--- src/rtl/io_uart_in.sv ---
// Receive-side UART buffer on the IO bus: bytes from the UART receiver are queued
// in a small FIFO and popped by DATA reads; STAT/CTRL expose and configure the buffer.
module io_uart_in #(
    parameter int unsigned DEPTH_LOG2 = 4,
    parameter logic [13:0] ADR_DATA   = 14'h0080,
    parameter logic [13:0] ADR_STAT   = 14'h0081,
    parameter logic [13:0] ADR_CTRL   = 14'h0082
) (
    input  logic        clk,
    input  logic        rst,
    input  logic [7:0]  uart_rx_char,
    input  logic        uart_rx_we,
    input  logic        dma_io_we,
    input  logic [13:0] dma_io_wadr,
    input  logic [31:0] dma_io_wdata,
    input  logic [13:0] dma_io_radr,
    input  logic        dma_io_radr_en,
    input  logic [31:0] dma_io_rdata_in,
    output logic [31:0] dma_io_rdata,
    output logic        uart_rx_irq
);

    localparam int unsigned DEPTH = 1 << DEPTH_LOG2;
    localparam logic [DEPTH_LOG2:0] FULL_COUNT = {1'b1, {DEPTH_LOG2{1'b0}}};

    typedef enum logic [1:0] {
        RSEL_NONE,
        RSEL_DATA,
        RSEL_STAT,
        RSEL_CTRL
    } rsel_e;

    logic [7:0]            mem_q [DEPTH];
    logic [DEPTH_LOG2-1:0] rptr_q, rptr_d;
    logic [DEPTH_LOG2-1:0] wptr_q, wptr_d;
    logic [DEPTH_LOG2:0]   count_q, count_d;
    logic                  overrun_q, overrun_d;
    logic                  irq_en_q, irq_en_d;
    logic                  hit_q, hit_d;
    logic [31:0]           rdata_q, rdata_d;

    rsel_e       rsel;
    logic        empty;
    logic        full;
    logic        pop;
    logic        ctrl_wr;
    logic        flush;
    logic        push_req;
    logic        push;
    logic        drop;
    logic [31:0] stat_word;
    logic        unused_wdata;

    assign unused_wdata = ^dma_io_wdata[31:3];

    always_comb begin
        rsel = RSEL_NONE;
        if (!rst && dma_io_radr_en) begin
            if (dma_io_radr == ADR_DATA) begin
                rsel = RSEL_DATA;
            end else if (dma_io_radr == ADR_STAT) begin
                rsel = RSEL_STAT;
            end else if (dma_io_radr == ADR_CTRL) begin
                rsel = RSEL_CTRL;
            end
        end
    end

    assign empty    = (count_q == '0);
    assign full     = (count_q == FULL_COUNT);
    assign pop      = (rsel == RSEL_DATA) && !empty;
    assign ctrl_wr  = !rst && dma_io_we && (dma_io_wadr == ADR_CTRL);
    assign flush    = ctrl_wr && dma_io_wdata[2];
    // A flush swallows any same-cycle byte, so it never counts as an overrun.
    assign push_req = !rst && uart_rx_we && !flush;
    assign push     = push_req && (!full || pop);
    assign drop     = push_req && full && !pop;

    always_comb begin
        stat_word                = '0;
        stat_word[DEPTH_LOG2:0]  = count_q;
        stat_word[8]             = empty;
        stat_word[9]             = full;
        stat_word[10]            = overrun_q;
        stat_word[16]            = irq_en_q;
    end

    always_comb begin
        rptr_d    = rptr_q;
        wptr_d    = wptr_q;
        count_d   = count_q;
        overrun_d = overrun_q;
        irq_en_d  = irq_en_q;
        hit_d     = 1'b0;
        rdata_d   = '0;

        if (pop) begin
            rptr_d = rptr_q + 1'b1;
        end
        if (push) begin
            wptr_d = wptr_q + 1'b1;
        end
        case ({push, pop})
            2'b10:   count_d = count_q + 1'b1;
            2'b01:   count_d = count_q - 1'b1;
            default: count_d = count_q;
        endcase

        if (flush) begin
            rptr_d  = '0;
            wptr_d  = '0;
            count_d = '0;
        end

        if (ctrl_wr) begin
            irq_en_d = dma_io_wdata[0];
            if (dma_io_wdata[1]) begin
                overrun_d = 1'b0;
            end
        end
        // A byte lost in the same cycle as a clear still leaves the flag set.
        if (drop) begin
            overrun_d = 1'b1;
        end

        case (rsel)
            RSEL_DATA: begin
                hit_d = 1'b1;
                if (!empty) begin
                    rdata_d = {23'd0, 1'b1, mem_q[rptr_q]};
                end
            end
            RSEL_STAT: begin
                hit_d   = 1'b1;
                rdata_d = stat_word;
            end
            RSEL_CTRL: begin
                hit_d   = 1'b1;
                rdata_d = {31'd0, irq_en_q};
            end
            default: begin
                hit_d   = 1'b0;
                rdata_d = '0;
            end
        endcase
    end

    always_ff @(posedge clk) begin
        if (rst) begin
            rptr_q    <= '0;
            wptr_q    <= '0;
            count_q   <= '0;
            overrun_q <= 1'b0;
            irq_en_q  <= 1'b0;
            hit_q     <= 1'b0;
            rdata_q   <= '0;
        end else begin
            rptr_q    <= rptr_d;
            wptr_q    <= wptr_d;
            count_q   <= count_d;
            overrun_q <= overrun_d;
            irq_en_q  <= irq_en_d;
            hit_q     <= hit_d;
            rdata_q   <= rdata_d;
        end
    end

    always_ff @(posedge clk) begin
        if (push) begin
            mem_q[wptr_q] <= uart_rx_char;
        end
    end

    assign dma_io_rdata = (hit_q && !rst) ? rdata_q : dma_io_rdata_in;
    assign uart_rx_irq  = !rst && irq_en_q && !empty;

endmodule

--- config.mk ---
export PLATFORM = sky130hd
export DESIGN_NAME = io_uart_in
export DESIGN_NICKNAME = d
export VERILOG_FILES = /design/src/rtl/io_uart_in.sv
export SDC_FILE = /design/constraint.sdc
export NUM_CORES = 1
export LEC_CHECK = 0
export BUFFER_PORTS_ARGS = -buffer_cell sky130_fd_sc_hd__buf_4
export CORE_UTILIZATION = 35
export CTS_CLUSTER_SIZE = 14
export DETAILED_ROUTE_END_ITERATION = 16
export SYNTH_ARGS = -nofsm -noshare
export SYNTH_HDL_FRONTEND = slang
export SYNTH_SLANG_ARGS = --single-unit
export TNS_END_PERCENT = 100
--- constraint.sdc ---
create_clock -name clk -period 3.6 [get_ports clk]
set_clock_uncertainty 0.1 [all_clocks]
set_input_delay 0.36 -clock clk [delete_from_list [all_inputs] [get_ports clk]]
set_output_delay 0.36 -clock clk [all_outputs]
set_load 0.01 [all_outputs]
==> flow_metrics.env <==
export IMPL_area_delta_synth_final_pct=25.1
export IMPL_core_mm2=0.0187
export IMPL_rsz0062_at_grt="false"
export IMPL_cts_tree="built"
export IMPL_synth_area_mm2=0.00668
export IMPL_firstDrtPassIters=4
export IMPL_grt_max_degree=33
export IMPL_cts_sinks=160
export IMPL_drt_total_wl_um=13900
export IMPL_hold_buffers=0
export IMPL_finalSetupViolations=0
export IMPL_vias=4003
export IMPL_clkLatencyLatePin_ns=0.42
export IMPL_irDropWorstVdd_mv=0.323
export IMPL_multi_input_area_mm2=0.00206
export IMPL_period_minus_slack_ns=2.64
export IMPL_setup_slack_ns=0.955
export IMPL_slowest_stage="dfxtp_1"
export IMPL_io_pins=138
export IMPL_n_fill_cell=1676
export IMPL_critical_path_cell_chain="nor4_2, a21oi_1, nand2_1, a21o_1, inv_1, ha_1, a21o_1, a21oi_1, mux2i_1, mux2i_1"
export IMPL_mostFrequentLayoutCell="edfxtp_1"
export IMPL_slowest_delay_ns=0.44
export IMPL_dr_first_iter_drc_count=268
export IMPL_cts_path_max_buffers=2
export IMPL_ant_nets=0
export IMPL_tightest_slew_ns=1.02
export IMPL_finalHoldViolCount=0
export IMPL_worstSetupPathType="reg -> reg"
export IMPL_relSlewSlack_pct=32.3
export IMPL_synth_cell_types=46
export IMPL_cp_max_fo=6
export IMPL_wl_per_cell_um=17.6
export IMPL_grt_antenna_before_repair=0
export IMPL_hp_class="in -> reg"
export IMPL_critPathLaunchType="flop"
export IMPL_place_ws_ns=0.535
export IMPL_nets=656
export IMPL_yosysSeqAreaShare_pct=67.2
export IMPL_die_h_um=140
export IMPL_post_dp_hpwl_um=9530
export IMPL_gp_congestion=0.830
export IMPL_required_ns=3.84
export IMPL_cts_setup_buffers=0
export IMPL_portBuffers=108
export IMPL_final_layout_size_suffix_gt1_share_pct=37.8
export IMPL_ff_latch_area_mm2=0.00449
export IMPL_clock_root_buffer="clkbuf_16"
export IMPL_dieArea_mm2=0.0196
export IMPL_grt_pass1_wl_um=21700
export IMPL_n_antenna_cell=0
export IMPL_post_route_period_util_pct=73.5
export IMPL_leakage_nw=2.95
export IMPL_clkTransAtPathRegs_ns=0.06
export IMPL_setup_tns_final_ns=0
export IMPL_max_freq_mhz=378
export IMPL_die_w_um=140
export IMPL_drc_errors=0
export IMPL_p_per_area_mw_per_mm2=450
export IMPL_final_cell_mix="edfxtp_1, buf_4, mux4_2, dfxtp_1, nor2_1"
export IMPL_final_max_slew_viol_count=0
export IMPL_synthesis_nets=528
export IMPL_status="finished clean"
export IMPL_grt_pass1_vias=4054
export IMPL_crit_arrival_ns=2.89
export IMPL_timing_max_cap_violations=0
export IMPL_rows=50
export IMPL_cts_buffers=17
export IMPL_gr_usage_all_layers_pct=14.9
export IMPL_htreeDepth=4
export IMPL_cts_resized=0
export IMPL_vias_per_cell=5.07
export IMPL_synth_area_per_cell_um2=16.1
export IMPL_yosysWarningCount=0
export IMPL_syn_inst=414
export IMPL_grt_overflow_total=0
export IMPL_ys_seq_elements=160
export IMPL_end_kind="flop"
export IMPL_start_util_pct=35.7
final timing paths:
check                  from  depth (start not counted)    endpoint  slack, ns
max              count_q[1]                         10  count_q[4]       0.96
min          dma_io_radr[1]                          2       hit_q       0.07
max reg2reg      count_q[1]                         10  count_q[4]       0.96
min reg2reg       overrun_q                          2   overrun_q       0.40
layout make-up:
class / instances / area share (%)
clock buffers: 20 / 5.23
clock inverters: 12 / 0.824
inverters: 10 / 0.449
multi-input cells: 225 / 24.7
flip-flops and latches: 160 / 53.7
well taps: 234 / 3.50
repair buffers: 128 / 11.7
cell usage after synthesis (all sizes together):
cell | instances | area [um2]
a211oi | 1 | 7.51
o22ai | 1 | 6.26
nand3 | 5 | 25.0
nor3b | 1 | 7.51
nor4 | 3 | 25.0
buf | 10 | 60.1
and3 | 5 | 31.3
o21ai | 14 | 73.8
nand4b | 2 | 17.5
clkbuf | 9 | 33.8
ha | 8 | 100
a21oi | 20 | 104
nor3 | 6 | 35.0
a21o | 4 | 30.0
mux2i | 9 | 90.1
inv | 10 | 37.5
xnor2 | 2 | 17.5
a31oi | 1 | 6.26
dfxtp | 32 | 641
mux4 | 35 | 788
nor4b | 5 | 43.8
nor2 | 30 | 113
o21a | 1 | 7.51
and4 | 2 | 17.5
fa | 1 | 20.0
nand2b | 1 | 6.26
and2 | 20 | 125
mux2 | 17 | 191
or4 | 3 | 26.3
edfxtp | 128 | 3840
xor2 | 1 | 8.76
nand2 | 15 | 56.3
nand4 | 5 | 31.3
or3 | 4 | 25.0
o211ai | 1 | 7.51
o21bai | 1 | 7.51
a32oi | 1 | 8.76
sequential cells by signal, indices dropped and copies added (netlist names), named ones only:
name       flops
irq_en_q       1
rdata_q       12
mem_q        128
wptr_q         4
count_q        5
hit_q          1
overrun_q      1
rptr_q         4
cells by family (layout without fill, tap and decap cells):
group                      Yosys count  count (layout)  synth area share, %
and+or+nand+nor                    107             107                 8.77
adders and majority gates            9               9                 1.80
AOI/OAI and AO/OA                   45              45                 3.88
muxes                               61              61                 16.0
buffers and inverters               29             170                 1.97
DFF                                160             160                 67.2
xor gates and xnor gates             3               3                0.394
routing by layer:
layer / part of all wire [%] / track usage [%] / up-vias
met2: 49 / 25.1 / 168
met3: 7.0 / 3.52 / 21
met4: 1.7 / 6.42 / 0
met1: 42 / 18.4 / 1945
met5: 0 / 0 / -
li1: - / - / 1869
report_power, final:
part | total (W) | switching, W | internal, W
registers | 0.00201 | 0.00000759 | 0.00201
clock network | 0.00154 | 0.000676 | 0.000867
logic | 0.000200 | 0.0000912 | 0.000109
per-stage QoR:
stage | instance area, um2 | util (%) | total power (W) | cells | hold slack [ns]
global placement | 7850 | 42.0 | 0.00225 | 757 | 0.369
floorplan | 6680 | - | 0.00213 | 414 | 0.346
detailed placement | 7850 | 42.0 | 0.00226 | 757 | 0.376
global route | 8360 | 44.7 | 0.00388 | 789 | 0.0591
finish | 8360 | 44.7 | 0.00376 | 789 | 0.0694
CTS | 8360 | 44.7 | 0.00380 | 789 | 0.0444
critical path, delay by kind of cell, from the launching register on:
family	cells	cell delay (ns)
DFF	1	0.44
adders and majority gates	1	0.27
buffers and inverters	1	0.11
and+or+nand+nor	2	0.22
muxes	2	0.44
AOI/OAI and AO/OA	4	0.98
Power figures use the tool's default switching activity.
